`src/rtl/game_pkg.sv`:
```
// Shared constants and types for the game's pseudo-random word generator.
package game_pkg;

  localparam int unsigned LFSR_W  = 9;
  localparam int unsigned TAP_HI  = 8;
  localparam int unsigned TAP_LO  = 4;
  localparam int unsigned LOCK_W  = 4;
  localparam logic [LFSR_W-1:0] Q1_MASK = 9'h1A5;

  typedef logic [LFSR_W-1:0] word_t;

  typedef enum logic {
    ST_WARMUP = 1'b0,
    ST_RUN    = 1'b1
  } rs_state_e;

endpackage

```
`src/rtl/lfsr9_step.sv`:
```
// One combinational LFSR step (x^9+x^5+1) with entropy mixing and zero-lockup guard.
module lfsr9_step
  import game_pkg::*;
(
  input  logic [LFSR_W-1:0] src,
  input  logic              adv,
  input  logic              ent,
  input  logic [LFSR_W-1:0] seed,
  output logic [LFSR_W-1:0] nxt_c,
  output logic              hit_c
);

  word_t raw;

  always_comb begin
    raw   = src;
    if (adv) begin
      raw = {src[LFSR_W-2:0], src[TAP_HI] ^ src[TAP_LO] ^ ent};
    end
    nxt_c = raw;
    hit_c = 1'b0;
    // An all-zero lane would lock up forever; restart it from its seed.
    if (raw == '0) begin
      nxt_c = seed;
      hit_c = 1'b1;
    end
  end

endmodule

```
`src/rtl/random_source.sv`:
```
// Three free-running 9-bit LFSR lanes with seeding, warm-up, button entropy
// on the sign lane and zero-state recovery counting.
module random_source
  import game_pkg::*;
#(
  parameter int unsigned       WARMUP  = 16,
  parameter logic [LFSR_W-1:0] SEED0   = 9'h001,
  parameter logic [LFSR_W-1:0] SEED1   = 9'h0FF,
  parameter logic [LFSR_W-1:0] SEEDNEG = 9'h155
) (
  input  logic              Clock,
  input  logic              Resetn,
  input  logic              step_en,
  input  logic              seed_load,
  input  logic [LFSR_W-1:0] seed_in,
  input  logic              entropy_in,
  output logic [LFSR_W-1:0] Q0,
  output logic [LFSR_W-1:0] Q1,
  output logic [LFSR_W-1:0] Qneg,
  output logic              ready,
  output logic [LOCK_W-1:0] lockup_cnt
);

  localparam int unsigned CNT_W   = (WARMUP > 1) ? $clog2(WARMUP) : 1;
  localparam int unsigned WU_LAST = (WARMUP > 0) ? WARMUP - 1 : 0;
  localparam int unsigned SUM_W   = LOCK_W + 1;
  localparam rs_state_e   INIT_ST = (WARMUP == 0) ? ST_RUN : ST_WARMUP;

  rs_state_e        state, state_nxt;
  logic [CNT_W-1:0] cnt, cnt_nxt;
  logic             adv;
  logic             ent_meta, ent_s;

  word_t src0, src1, srcn;
  word_t nxt0, mid1, nxt1, nxtn;
  logic  hit0, hit1a, hit1b, hitn;
  logic [SUM_W-1:0]  lk_sum;
  logic [LOCK_W-1:0] lk_nxt;

  // Sequencing: seed_load beats warm-up forced stepping, which beats step_en.
  always_comb begin
    state_nxt = state;
    cnt_nxt   = cnt;
    adv       = 1'b0;
    if (seed_load) begin
      state_nxt = INIT_ST;
      cnt_nxt   = '0;
    end else if (state == ST_WARMUP) begin
      adv = 1'b1;
      if (cnt == CNT_W'(WU_LAST)) begin
        state_nxt = ST_RUN;
        cnt_nxt   = '0;
      end else begin
        cnt_nxt = cnt + CNT_W'(1);
      end
    end else begin
      adv = step_en;
    end
  end

  assign src0 = seed_load ? seed_in : Q0;
  assign src1 = seed_load ? ({seed_in[3:0], seed_in[8:4]} ^ Q1_MASK) : Q1;
  assign srcn = seed_load ? ~seed_in : Qneg;

  lfsr9_step u_q0 (
    .src(src0), .adv(adv), .ent(1'b0), .seed(SEED0), .nxt_c(nxt0), .hit_c(hit0)
  );

  // Q1 advances two steps per cycle through a chained pair.
  lfsr9_step u_q1a (
    .src(src1), .adv(adv), .ent(1'b0), .seed(SEED1), .nxt_c(mid1), .hit_c(hit1a)
  );

  lfsr9_step u_q1b (
    .src(mid1), .adv(adv), .ent(1'b0), .seed(SEED1), .nxt_c(nxt1), .hit_c(hit1b)
  );

  lfsr9_step u_qn (
    .src(srcn), .adv(adv), .ent(ent_s), .seed(SEEDNEG), .nxt_c(nxtn), .hit_c(hitn)
  );

  assign lk_sum = {1'b0, lockup_cnt} + SUM_W'(hit0) + SUM_W'(hit1a | hit1b) + SUM_W'(hitn);
  assign lk_nxt = lk_sum[LOCK_W] ? '1 : lk_sum[LOCK_W-1:0];

  always_ff @(posedge Clock or negedge Resetn) begin
    if (!Resetn) begin
      state      <= INIT_ST;
      cnt        <= '0;
      ready      <= (WARMUP == 0);
      Q0         <= SEED0;
      Q1         <= SEED1;
      Qneg       <= SEEDNEG;
      lockup_cnt <= '0;
      ent_meta   <= 1'b0;
      ent_s      <= 1'b0;
    end else begin
      state      <= state_nxt;
      cnt        <= cnt_nxt;
      ready      <= (state_nxt == ST_RUN);
      Q0         <= nxt0;
      Q1         <= nxt1;
      Qneg       <= nxtn;
      lockup_cnt <= lk_nxt;
      ent_meta   <= entropy_in;
      ent_s      <= ent_meta;
    end
  end

endmodule

```
`config.mk`:
```
export PLATFORM = sky130hd
export DESIGN_NAME = random_source
export DESIGN_NICKNAME = d
export VERILOG_FILES = /design/src/rtl/game_pkg.sv /design/src/rtl/lfsr9_step.sv /design/src/rtl/random_source.sv
export SDC_FILE = /design/constraint.sdc
export NUM_CORES = 1
export LEC_CHECK = 0
export BUFFER_PORTS_ARGS = -buffer_cell sky130_fd_sc_hd__clkbuf_2
export CORE_AREA = 2 2 75 77
export DETAILED_ROUTE_END_ITERATION = 8
export DIE_AREA = 0 0 77 79
export SLEW_MARGIN = 10
export SYNTH_ARGS = -nofsm -noshare
export SYNTH_HDL_FRONTEND = slang
export SYNTH_SLANG_ARGS = --single-unit
```
`constraint.sdc`:
```
create_clock -name Clock -period 7.6 [get_ports Clock]
set_clock_uncertainty 0.1 [all_clocks]
set_input_delay 0.38 -clock Clock [delete_from_list [all_inputs] [get_ports Clock]]
set_output_delay 0.38 -clock Clock [all_outputs]
set_load 0.05 [all_outputs]
```
==> impl_summary.txt, run 1 <==
----------------------------------------------------
[CTS]
  Worst-Skew Late Latency ... roughly 290 ps
  H-tree depth ... 2
  Post-CTS sizing ... 0
  Clock sink total ... 38
  Number of clock buffers inserted by TritonCTS ... 5
  Hold bufs inserted after CTS ... 0
  Clock-pin slew on the worst setup and hold paths ... 80 ps
  Clock tree root driver cell ... sky130_fd_sc_hd__clkbuf_8
  TritonCTS clock tree ... done
  Post-CTS setup repair buffer count ... 0
  CTS max path bufs ... 2

[Floorplan]
  Number of cell rows ... 27
  Horizontal extent of the die ... around 77 um
  Vertical die dimension ... slightly below 80 um
  Boundary Pins ... between 40 and 50
  Initial cell density of the core ... 38.7%
  Die Outline Area ... 0.00608 mm^2
  Area of the core ... about 0.0053 mm^2

[Synthesis]
  FFs w/ async S/R, synth ... 100%
  Number of library cell types mapped by synthesis ... 46
  Post-synth EDFFs ... 0
  Share of the yosys chip area belonging to registers ... between 40% and 50%
  Nets in the synthesized netlist ... 231
  Cell accounting for the most synthesized area ... sky130_fd_sc_hd__dfrtp_1
  Top post-synthesis cells by area ... sky130_fd_sc_hd__dfrtp_1, sky130_fd_sc_hd__dfstp_2, sky130_fd_sc_hd__nor2_1, sky130_fd_sc_hd__mux2i_1, sky130_fd_sc_hd__o21ai_0
  Commonest register cell after synthesis ... sky130_fd_sc_hd__dfrtp_1
  Count of yosys warnings during synthesis ... 0
  Number of instances in the synthesized netlist ... about 210
  Seq cells post-synth ... 38
  Synth Area per Inst ... slightly below 10 um^2
  Fraction of post-synthesis cell area in the top cell type by area ... just under 30%
  Mapped Area ... just over 0.002 mm^2

[Power]
  Part of the power in registers ... around 47%
  Combinational group share of total power ... ~28%
  Fraction of power consumed by the clock network ... about a quarter
  Worst vdd rail ir drop ... 0.125 mV
  Switching portion of total power ... 37.3%
  Cell area power density ... roughly 220 mW/mm^2
  Net switching power ... 200 uW
  Internal power ... around 340 uW
  Leakage power figure ... 1.11 nW

[Timing]
  Fin. max-slew vios ... 0
  Final period util ... about 52%
  Final worst setup slack ... between 3000 and 4000 ps
  Final-layout setup total negative slack ... 0 ps
  Max-Slew Margin vs Limit ... 39.3%
  Unrepaired setup endpoints after global routing ... false
  F_max ... ~0.25 GHz
  Number of hold-slack violations in the final timing report ... 0
  Transition time at the pin with the least slew margin ... 911 ps
  Hold slack final ... about 100 ps
  Final count of negative-setup-slack endpoints ... 0
  Min cycle time layout ... 3940 ps

[GRT]
  Antenna violations before repair ... 0
  Wire length of the first global-routing pass ... ~8600 um
  Vias in the first global route ... ~1700
  Maximum number of pins on one net before global-route repair ... 49
  GRT Overall Usage ... about 18%
  Congestion Overflow GR ... 0

[Critical path]
  Largest driver fanout on the critical path ... 19
  Most common cell type on the critical path ... sky130_fd_sc_hd__fa_1
  Worst setup EP type ... flip-flop
  Highest cell delay on the worst timing path ... around 640 ps
  Slowest stage cell, crit path ... sky130_fd_sc_hd__o311ai_0
  Crit-path leading delay family ... simple AND/OR/NAND/NOR gates
  Worst setup path category ... flip-flop to flip-flop
  Startpoint type of the worst setup path ... flip-flop
  Worst EP arrival ... 4020 ps
  Critical Path RT ... between 7000 and 8000 ps
  Buffers plus inverters on the worst setup path ... 1
  Series of cell instances along the critical path ... nand2b_1, o311ai_0, nand3_1, or2_1, inv_1, fa_1, ha_1, fa_1, nor2b_1, a31oi_1

[Route]
  Via density ... approximately 5.2
  DR WL/cell ... approximately 15 um
  Remaining DRCs ... 0
  Total via count after detailed routing ... approximately 1700
  Total wire length ... approximately 5100 um
  Post-DRT Antenna Nets ... 0
  Router iterations before antenna repair ... 4
  Drt initial violations ... 160

[Placement]
  Placed Instances ... about 320
  Setup slack after placement ... approximately 3400 ps
  Estimated wirelength of the detail-placed design ... 3600 um
  Routability Congestion ... 0.840
  Port-buffer cells ... 45

[Finish]
  Top library cells by usage in the layout, fill and taps aside ... sky130_fd_sc_hd__clkbuf_2, sky130_fd_sc_hd__nor2_1, sky130_fd_sc_hd__dfrtp_1
  Area growth syn-to-layout ... 16.5%
  Fin nets ... about 270
  Antenna Diode Count ... 0
  Post-Route Utilization ... 45.0%
  Proportion of layout cells with a drive suffix above 1 ... approximately 29%
  Most frequent standard cell in the layout excluding fill and tap cells ... sky130_fd_sc_hd__clkbuf_2
  Final cell count without fillers ... between 300 and 400

[Flow run]
  Count of max-cap constraint violations ... 0

[Hold path]
  Worst Hold Class ... input pin to flip-flop

[Run status]
  Run status ... complete, no violations

----------------------------------------------------
## cells in the mapped netlist, types with 3 or more instances
| cell type | count |
|---|---|
| sky130_fd_sc_hd__buf_2 | 5 |
| sky130_fd_sc_hd__a21oi_1 | 8 |
| sky130_fd_sc_hd__mux2_2 | 5 |
| sky130_fd_sc_hd__a31oi_1 | 4 |
| sky130_fd_sc_hd__inv_1 | 6 |
| sky130_fd_sc_hd__or4b_1 | 3 |
| sky130_fd_sc_hd__nand2b_1 | 12 |
| sky130_fd_sc_hd__dfrtp_1 | 24 |
| sky130_fd_sc_hd__nor4_1 | 3 |
| sky130_fd_sc_hd__ha_1 | 3 |
| sky130_fd_sc_hd__xnor2_1 | 3 |
| sky130_fd_sc_hd__nor2b_1 | 5 |
| sky130_fd_sc_hd__dfstp_2 | 14 |
| sky130_fd_sc_hd__nor2_1 | 28 |
| sky130_fd_sc_hd__o21ai_0 | 17 |
| sky130_fd_sc_hd__o21ai_1 | 3 |
| sky130_fd_sc_hd__nand2_1 | 22 |
| sky130_fd_sc_hd__nand3_1 | 4 |
| sky130_fd_sc_hd__mux2i_1 | 10 |
## path summary, 6_finish.rpt
check | from | endpoint | slack [ps] | cells past startpoint
max | state | lockup_cnt[3] | 3660 | 10
min | entropy_in | ent_meta | 100 | 1
max reg2reg | state | lockup_cnt[3] | 3660 | 10
min reg2reg | ent_meta | ent_s | 250 | 0
max in group asynchronous | Resetn | ent_meta | 6710 | 1
min in group asynchronous | Resetn | cnt[3] | 110 | 1
## power by group through the flow
stage	Clock (mW)	Sequential [mW]	Combinational, mW
2_1_floorplan	0	0.316	0.0485
3_3_place_gp	0	0.255	0.152
3_5_place_dp	0	0.254	0.153
4_1_cts	0.139	0.251	0.153
5_1_grt	0.146	0.254	0.165
6_report	0.133	0.251	0.152
## registers in the layout, summed over array words and instances, names as in the netlist
register    cells
Q0              9
Q1              9
Qneg            9
cnt             4
lockup_cnt      4
ent_meta        1
ent_s           1
state           1
## logic make-up (layout without fill, tap and decap cells)
| group | count (synthesis) | in the layout | synth area share, % |
|---|---|---|---|
| compound gates | 48 | 48 | 15.6 |
| xor+xnor | 5 | 5 | 2.12 |
| fa+ha+maj | 5 | 5 | 3.76 |
| buf+inv | 17 | 60 | 4.12 |
| flops | 38 | 38 | 46.9 |
| mux | 15 | 15 | 7.58 |
| simple gates | 84 | 84 | 19.9 |
## metal layers
metal	vias to the layer above	GRT usage, %	wire, um
met5	-	0	0
li1	825	-	-
met1	818	26.7	2370
met4	0	6.25	48
met2	55	26.2	2310
met3	6	3.98	330
## stage by stage
step                power (mW)  instance area (um^2)
finish                   0.536                  2400
global route             0.565                  2400
CTS                      0.543                  2400
detailed placement       0.407                  2320
global placement         0.407                  2320
floorplan                0.364                  2060
## final cells by class
cell class	instances	area, um^2
multi-input combinational	157	1010
timing repair buffer	46	233
clock buffer	8	80.1
fill	548	2930
tap	72	90.1
inverter	6	22.5
sequential	38	968
(Power assumes the default switching activity.)
==> run 2: changes to the inputs <==
==> constraint.sdc (replaced) <==
create_clock -name Clock -period 3.7 [get_ports Clock]
set_clock_uncertainty 0.1 [all_clocks]
set_input_delay 0.185 -clock Clock [delete_from_list [all_inputs] [get_ports Clock]]
set_output_delay 0.185 -clock Clock [all_outputs]
set_load 0.05 [all_outputs]
==> run 2 against run 1 <==
Against the previous run:
- fmax up 16%
- count of clock-buffer cells in the layout unchanged
- via count up 4.0%
- critical path depth up 1
- sequential share of layout area down 1.2 points
- clock power up 110%
- die area unchanged
- worst setup slack worse by 3400 ps
- non-clock buffer count up 9
- global-route usage up 0.57 points
- sequential power up 110%
- largest power group unchanged
==> impl_summary.txt, run 2 (synthesized netlist as in run 1, its figures left out) <==
----------------------------------------------------
[Timing]
  Unrepaired setup endpoints after global routing ... false
  Number of hold-slack violations in the final timing report ... 0
  Fin. max-slew vios ... 0
  Hold slack final ... between 80 and 90 ps
  Min cycle time layout ... about 3400 ps
  Final-layout setup total negative slack ... 0 ps
  Final period util ... just over 90%
  Final worst setup slack ... 296 ps
  Max-Slew Margin vs Limit ... approximately 36%
  Transition time at the pin with the least slew margin ... roughly 960 ps
  Final count of negative-setup-slack endpoints ... 0
  F_max ... approximately 0.29 GHz

[Floorplan]
  Boundary Pins ... 46
  Horizontal extent of the die ... between 70 and 80 um
  Die Outline Area ... approximately 0.0061 mm^2
  Area of the core ... 0.00534 mm^2
  Initial cell density of the core ... between 30% and 40%
  Number of cell rows ... 27
  Vertical die dimension ... 79 um

[Critical path]
  Slowest stage cell, crit path ... sky130_fd_sc_hd__dfrtp_2
  Worst EP arrival ... ~3500 ps
  Startpoint type of the worst setup path ... flip-flop
  Most common cell type on the critical path ... sky130_fd_sc_hd__fa_1
  Largest driver fanout on the critical path ... 12
  Number of cell instances on the worst register-to-register path ... 11
  Critical Path RT ... between 3000 and 4000 ps
  Series of cell instances along the critical path ... or4b_1, o311a_1, a2111oi_2, nand3_1, or2_1, inv_1, fa_1, ha_1, fa_1, nor2b_1, a31oi_1
  Reg2reg end ... lockup_cnt[3]
  Highest cell delay on the worst timing path ... roughly 460 ps
  Slack of the worst reg-to-reg path ... roughly 300 ps
  Launch instance of the worst register-to-register path ... state
  Worst setup EP type ... flip-flop
  Worst setup path category ... flip-flop to flip-flop

[Finish]
  Fin nets ... ~280
  Antenna Diode Count ... 0
  Most frequent standard cell in the layout excluding fill and tap cells ... sky130_fd_sc_hd__clkbuf_2
  Multi-input combinational cell area ... slightly above 0.001 mm^2
  Proportion of layout cells with a drive suffix above 1 ... just over 30%
  Top library cells by usage in the layout, fill and taps aside ... sky130_fd_sc_hd__clkbuf_2, sky130_fd_sc_hd__nor2_1, sky130_fd_sc_hd__dfrtp_1
  FF+latch area ... ~970 um^2
  Largest registers ... Q0: 9 flops, Q1: 9 flops, Qneg: 9 flops
  Number of fillers in the final layout ... 569
  Area growth syn-to-layout ... 20.2%
  Post-Route Utilization ... 46.5%

[GRT]
  Wire length of the first global-routing pass ... a little under 9000 um
  Congestion Overflow GR ... 0
  GRT Overall Usage ... a little under a fifth
  Antenna violations before repair ... 0
  Vias in the first global route ... roughly 1700
  Maximum number of pins on one net before global-route repair ... 39

[CTS]
  CTS max path bufs ... 2
  Clock tree root driver cell ... sky130_fd_sc_hd__clkbuf_8
  Clock-pin slew on the worst setup and hold paths ... ~70 ps
  Worst-Skew Late Latency ... roughly 290 ps
  Number of clock buffers inserted by TritonCTS ... 5
  TritonCTS clock tree ... done
  H-tree depth ... 2
  Clock sink total ... 38

[Route]
  Via density ... about 5.3
  DR WL/cell ... between 15 and 20 um
  Remaining DRCs ... 0
  Post-DRT Antenna Nets ... 0
  Total wire length ... 5200 um
  Router iterations before antenna repair ... 4
  Drt initial violations ... 104
  Total via count after detailed routing ... 1773

[Hold path]
  Hold path start ... seed_in[1]
  Worst Hold Class ... input pin to flip-flop
  Hold Crit Endpoint ... Q1[6]
  Hold Path Depth ... 3

[Power]
  Leakage power figure ... between 1 and 1.5 nW
  Worst vdd rail ir drop ... 0.284 mV
  Part of the power in registers ... between 40% and 50%
  Cell area power density ... between 400 and 500 mW/mm^2
  Net switching power ... between 400 and 500 uW
  Switching portion of total power ... 37.5%
  Combinational group share of total power ... roughly 28%
  Fraction of power consumed by the clock network ... 25.0%
  Internal power ... 693 uW

[Placement]
  Routability Congestion ... about 0.81
  Estimated wirelength of the detail-placed design ... ~3800 um
  Setup slack after placement ... ~300 ps
  Port-buffer cells ... 45

[Flow run]
  Count of max-cap constraint violations ... 0

[Run status]
  Run status ... complete, no violations

----------------------------------------------------
run 2: changes by cell type in the layout (fill, tap and decap cells not counted):
cell,previous run,this run
sky130_fd_sc_hd__nor2b_1,5,4
sky130_fd_sc_hd__dfrtp_1,24,23
sky130_fd_sc_hd__dlygate4sd3_1,0,2
sky130_fd_sc_hd__nor2b_2,0,1
sky130_fd_sc_hd__dfrtp_2,0,1
sky130_fd_sc_hd__buf_4,1,8
run 2: how the worst max path moves through the flow:
| stage | from | end | cells past startpoint |
|---|---|---|---|
| 6_report | state | lockup_cnt[3] | 11 |
| 5_1_grt | state | lockup_cnt[3] | 11 |
| 4_1_cts | state | lockup_cnt[3] | 12 |
| 3_5_place_dp | state | lockup_cnt[3] | 12 |
| 3_3_place_gp | state | lockup_cnt[3] | 11 |
| 2_1_floorplan | state | lockup_cnt[3] | 13 |
run 2: per-stage QoR:
| step | cell area (um^2) | std cells | total power [mW] |
|---|---|---|---|
| 2_1_floorplan | 2060 | 212 | 0.748 |
| 3_3_place_gp | 2380 | 326 | 0.838 |
| 3_5_place_dp | 2380 | 326 | 0.838 |
| 4_1_cts | 2480 | 336 | 1.12 |
| 5_1_grt | 2480 | 336 | 1.17 |
| 6_report | 2480 | 336 | 1.11 |
run 2: layout make-up:
type	count	area share (%)
tap	72	3.63
inverter	6	0.908
sequential	38	39.1
clock buffer	8	3.23
multi-input combinational	157	40.8
timing repair buffer	55	12.3
run 2: critical path: cells and delay by family (launching register included):
kind,cells,cell delay [ps]
buf+inv,1,100
flops,1,460
fa+ha+maj,3,1070
simple gates,4,990
compound gates,3,570
run 2: per-layer routing:
metal  vias up  GRT usage [%]  wire length, um
met5         -              0                0
met4         0           6.43               93
met2        45           27.5             2330
met3        11           3.98              241
met1       863           27.2             2540
li1        854              -                -
run 2: repair_timing:
item	CTS	global route
hold endpoints to repair	25	0
resized for setup	0	1
endpoints found under the setup margin	0	1
setup buffers	0	0
hold buffers	2	0
run 2: power groups by stage:
stage / clock network (mW) / logic (mW) / registers [mW]
6_report: 0.277 / 0.316 / 0.515
3_5_place_dp: 0 / 0.315 / 0.523
5_1_grt: 0.311 / 0.340 / 0.522
2_1_floorplan: 0 / 0.0997 / 0.648
3_3_place_gp: 0 / 0.314 / 0.523
4_1_cts: 0.287 / 0.318 / 0.516
==> run 3: changes to the inputs <==
--- a/config.mk
+++ b/config.mk
@@ -9,6 +9,7 @@
 export CORE_AREA = 2 2 75 77
 export DETAILED_ROUTE_END_ITERATION = 8
 export DIE_AREA = 0 0 77 79
+export REMOVE_ABC_BUFFERS = 1
 export SLEW_MARGIN = 10
 export SYNTH_ARGS = -nofsm -noshare
 export SYNTH_HDL_FRONTEND = slang
==> run 3 against run 2 <==
Against the previous run:
- flip-flop and latch count is the same
- clock power grew 33%
- largest cell class unchanged
- sequential share of layout area decreased by 0.75 points
- critical path depth increased by 1
- final cell count rose by 0.30%
- combinational power about the same
- critical path type unchanged
- power is 8.3% higher
==> impl_summary.txt, run 3 (synthesized netlist as in run 1, its figures left out) <==
----------------------------------------------------
[GRT]
  Vias in the first global route ... between 1500 and 2000
  Congestion Overflow GR ... 0
  Wire length of the first global-routing pass ... 8590 um
  GRT Overall Usage ... 17.9%
  Antenna violations before repair ... 0
  Maximum number of pins on one net before global-route repair ... 39

[Critical path]
  Largest driver fanout on the critical path ... 9
  Slowest stage cell, crit path ... sky130_fd_sc_hd__fa_1
  Worst setup path category ... flip-flop to flip-flop
  Worst EP arrival ... between 3000 and 4000 ps
  Series of cell instances along the critical path ... nor2b_1, buf_4, mux2i_1, a21boi_0, nor4_1, nand2_1, nor2_1, fa_1, ha_1, fa_1, nor2b_1, a31oi_1
  Crit-path leading delay family ... adder cells
  Buffers plus inverters on the worst setup path ... 1
  Critical Path RT ... 3780 ps
  Highest cell delay on the worst timing path ... roughly 440 ps
  Worst setup EP type ... flip-flop
  Startpoint type of the worst setup path ... flip-flop

[Route]
  Router iterations before antenna repair ... 4
  Total wire length ... between 5000 and 6000 um
  Total via count after detailed routing ... 1743
  Remaining DRCs ... 0
  Post-DRT Antenna Nets ... 0
  Drt initial violations ... between 100 and 150
  DR WL/cell ... 15.5 um
  Via density ... 5.17

[Timing]
  Number of hold-slack violations in the final timing report ... 0
  Max-Slew Margin vs Limit ... between 30% and 40%
  Hold slack final ... 50.5 ps
  Transition time at the pin with the least slew margin ... 951 ps
  Fin. max-slew vios ... 0
  Min cycle time layout ... 3440 ps
  Unrepaired setup endpoints after global routing ... false
  Final worst setup slack ... between 200 and 300 ps
  Final count of negative-setup-slack endpoints ... 0
  Final period util ... between 90% and 100%
  F_max ... between 0.2 and 0.3 GHz

[Floorplan]
  Area of the core ... ~0.0053 mm^2
  Number of cell rows ... 27
  Die Outline Area ... roughly 0.0061 mm^2
  Boundary Pins ... 46
  Vertical die dimension ... ~79 um
  Initial cell density of the core ... 38.7%
  Horizontal extent of the die ... between 70 and 80 um

[Run status]
  Run status ... complete, no violations

[Finish]
  FF+latch area ... around 970 um^2
  Fin nets ... ~280
  Area growth syn-to-layout ... 22.4%
  Largest registers ... Q0: 9 flops, Q1: 9 flops, Qneg: 9 flops
  Final cell count without fillers ... between 300 and 400
  Number of fillers in the final layout ... roughly 540
  Most frequent standard cell in the layout excluding fill and tap cells ... sky130_fd_sc_hd__clkbuf_2
  Multi-input combinational cell area ... 0.00101 mm^2
  Proportion of layout cells with a drive suffix above 1 ... approximately a third
  Top library cells by usage in the layout, fill and taps aside ... sky130_fd_sc_hd__clkbuf_2, sky130_fd_sc_hd__nor2_1, sky130_fd_sc_hd__dfrtp_1
  Antenna Diode Count ... 0

[CTS]
  Clock sink total ... 38
  H-tree depth ... 2
  Clock tree root driver cell ... sky130_fd_sc_hd__clkbuf_8
  Number of clock buffers inserted by TritonCTS ... 5
  CTS max path bufs ... 2
  Worst-Skew Late Latency ... around 290 ps
  TritonCTS clock tree ... done
  Post-CTS setup repair buffer count ... 0
  Clock-pin slew on the worst setup and hold paths ... 80 ps

[Power]
  Switching portion of total power ... between 30% and 40%
  Cell area power density ... approximately 480 mW/mm^2
  Combinational group share of total power ... about a quarter
  Net switching power ... 421 uW
  Internal power ... a little under 800 uW
  Leakage power figure ... approximately 1.2 nW
  Part of the power in registers ... between 40% and 50%
  Worst vdd rail ir drop ... 0.236 mV
  Fraction of power consumed by the clock network ... a little under a third

[Placement]
  Port-buffer cells ... 45
  Estimated wirelength of the detail-placed design ... between 3000 and 4000 um
  Setup slack after placement ... roughly 330 ps
  Routability Congestion ... slightly below 0.9
  Placed Instances ... about 330

[Hold path]
  Worst Hold Class ... input pin to flip-flop

[Flow run]
  Count of max-cap constraint violations ... 0

----------------------------------------------------
## run 3: path summary, 6_finish.rpt
| kind | depth (start not counted) | slack [ps] | end | start |
|---|---|---|---|---|
| worst max-delay path | 12 | 260 | lockup_cnt[3] | state |
| worst min-delay path | 3 | 50 | Q1[6] | seed_in[1] |
| worst max register to register | 12 | 260 | lockup_cnt[3] | state |
| worst min register to register | 0 | 250 | ent_s | ent_meta |
| max in group asynchronous | 2 | 2440 | state | Resetn |
| min in group asynchronous | 2 | 470 | ent_s | Resetn |
## run 3: per-layer routing
layer	vias up	share of wire [%]	GRT usage, %
met2	56	47	27.5
met3	11	5.4	4.43
met5	-	0	0
met1	828	46	24.8
met4	0	2.0	6.43
li1	848	-	-
## run 3: worst min-delay path, delay by kind of cell
family                 cells  cell delay, ps
and+or+nand+nor            1              60
AOI/OAI and AO/OA          1              70
buffers and inverters      1              90
## run 3: power groups by stage
| stage | registers [mW] | clock network, mW | logic (mW) |
|---|---|---|---|
| final | 0.514 | 0.368 | 0.318 |
| after global routing | 0.521 | 0.393 | 0.343 |
| after CTS | 0.515 | 0.375 | 0.319 |
| after detailed placement | 0.522 | 0 | 0.317 |
| after global placement | 0.522 | 0 | 0.317 |
| after floorplan | 0.648 | 0 | 0.0936 |
## run 3: repair_timing
action / in CTS / in global routing
endpoints found under the setup margin: 0 / 1
hold buffers: 2 / 0
endpoints found under the hold margin: 25 / 0
gates resized for setup: 0 / 1
## run 3: stage by stage
stage	utilization [%]	instance area, um^2	TNS (ps)	power, mW
2_1_floorplan	-	2000	-2370	0.742
3_3_place_gp	44.7	2380	0	0.839
3_5_place_dp	44.7	2380	0	0.839
4_1_cts	47.2	2520	0	1.21
5_1_grt	47.3	2520	0	1.26
6_report	47.3	2520	0	1.20
## run 3: area by class of cell
cell class	instances	area share, %
clock buffer	7	3.42
clock inverter	1	1.19
inverter	6	0.892
multi-input combinational	157	40.2
sequential	38	38.4
tap	72	3.57
timing repair buffer	56	12.4
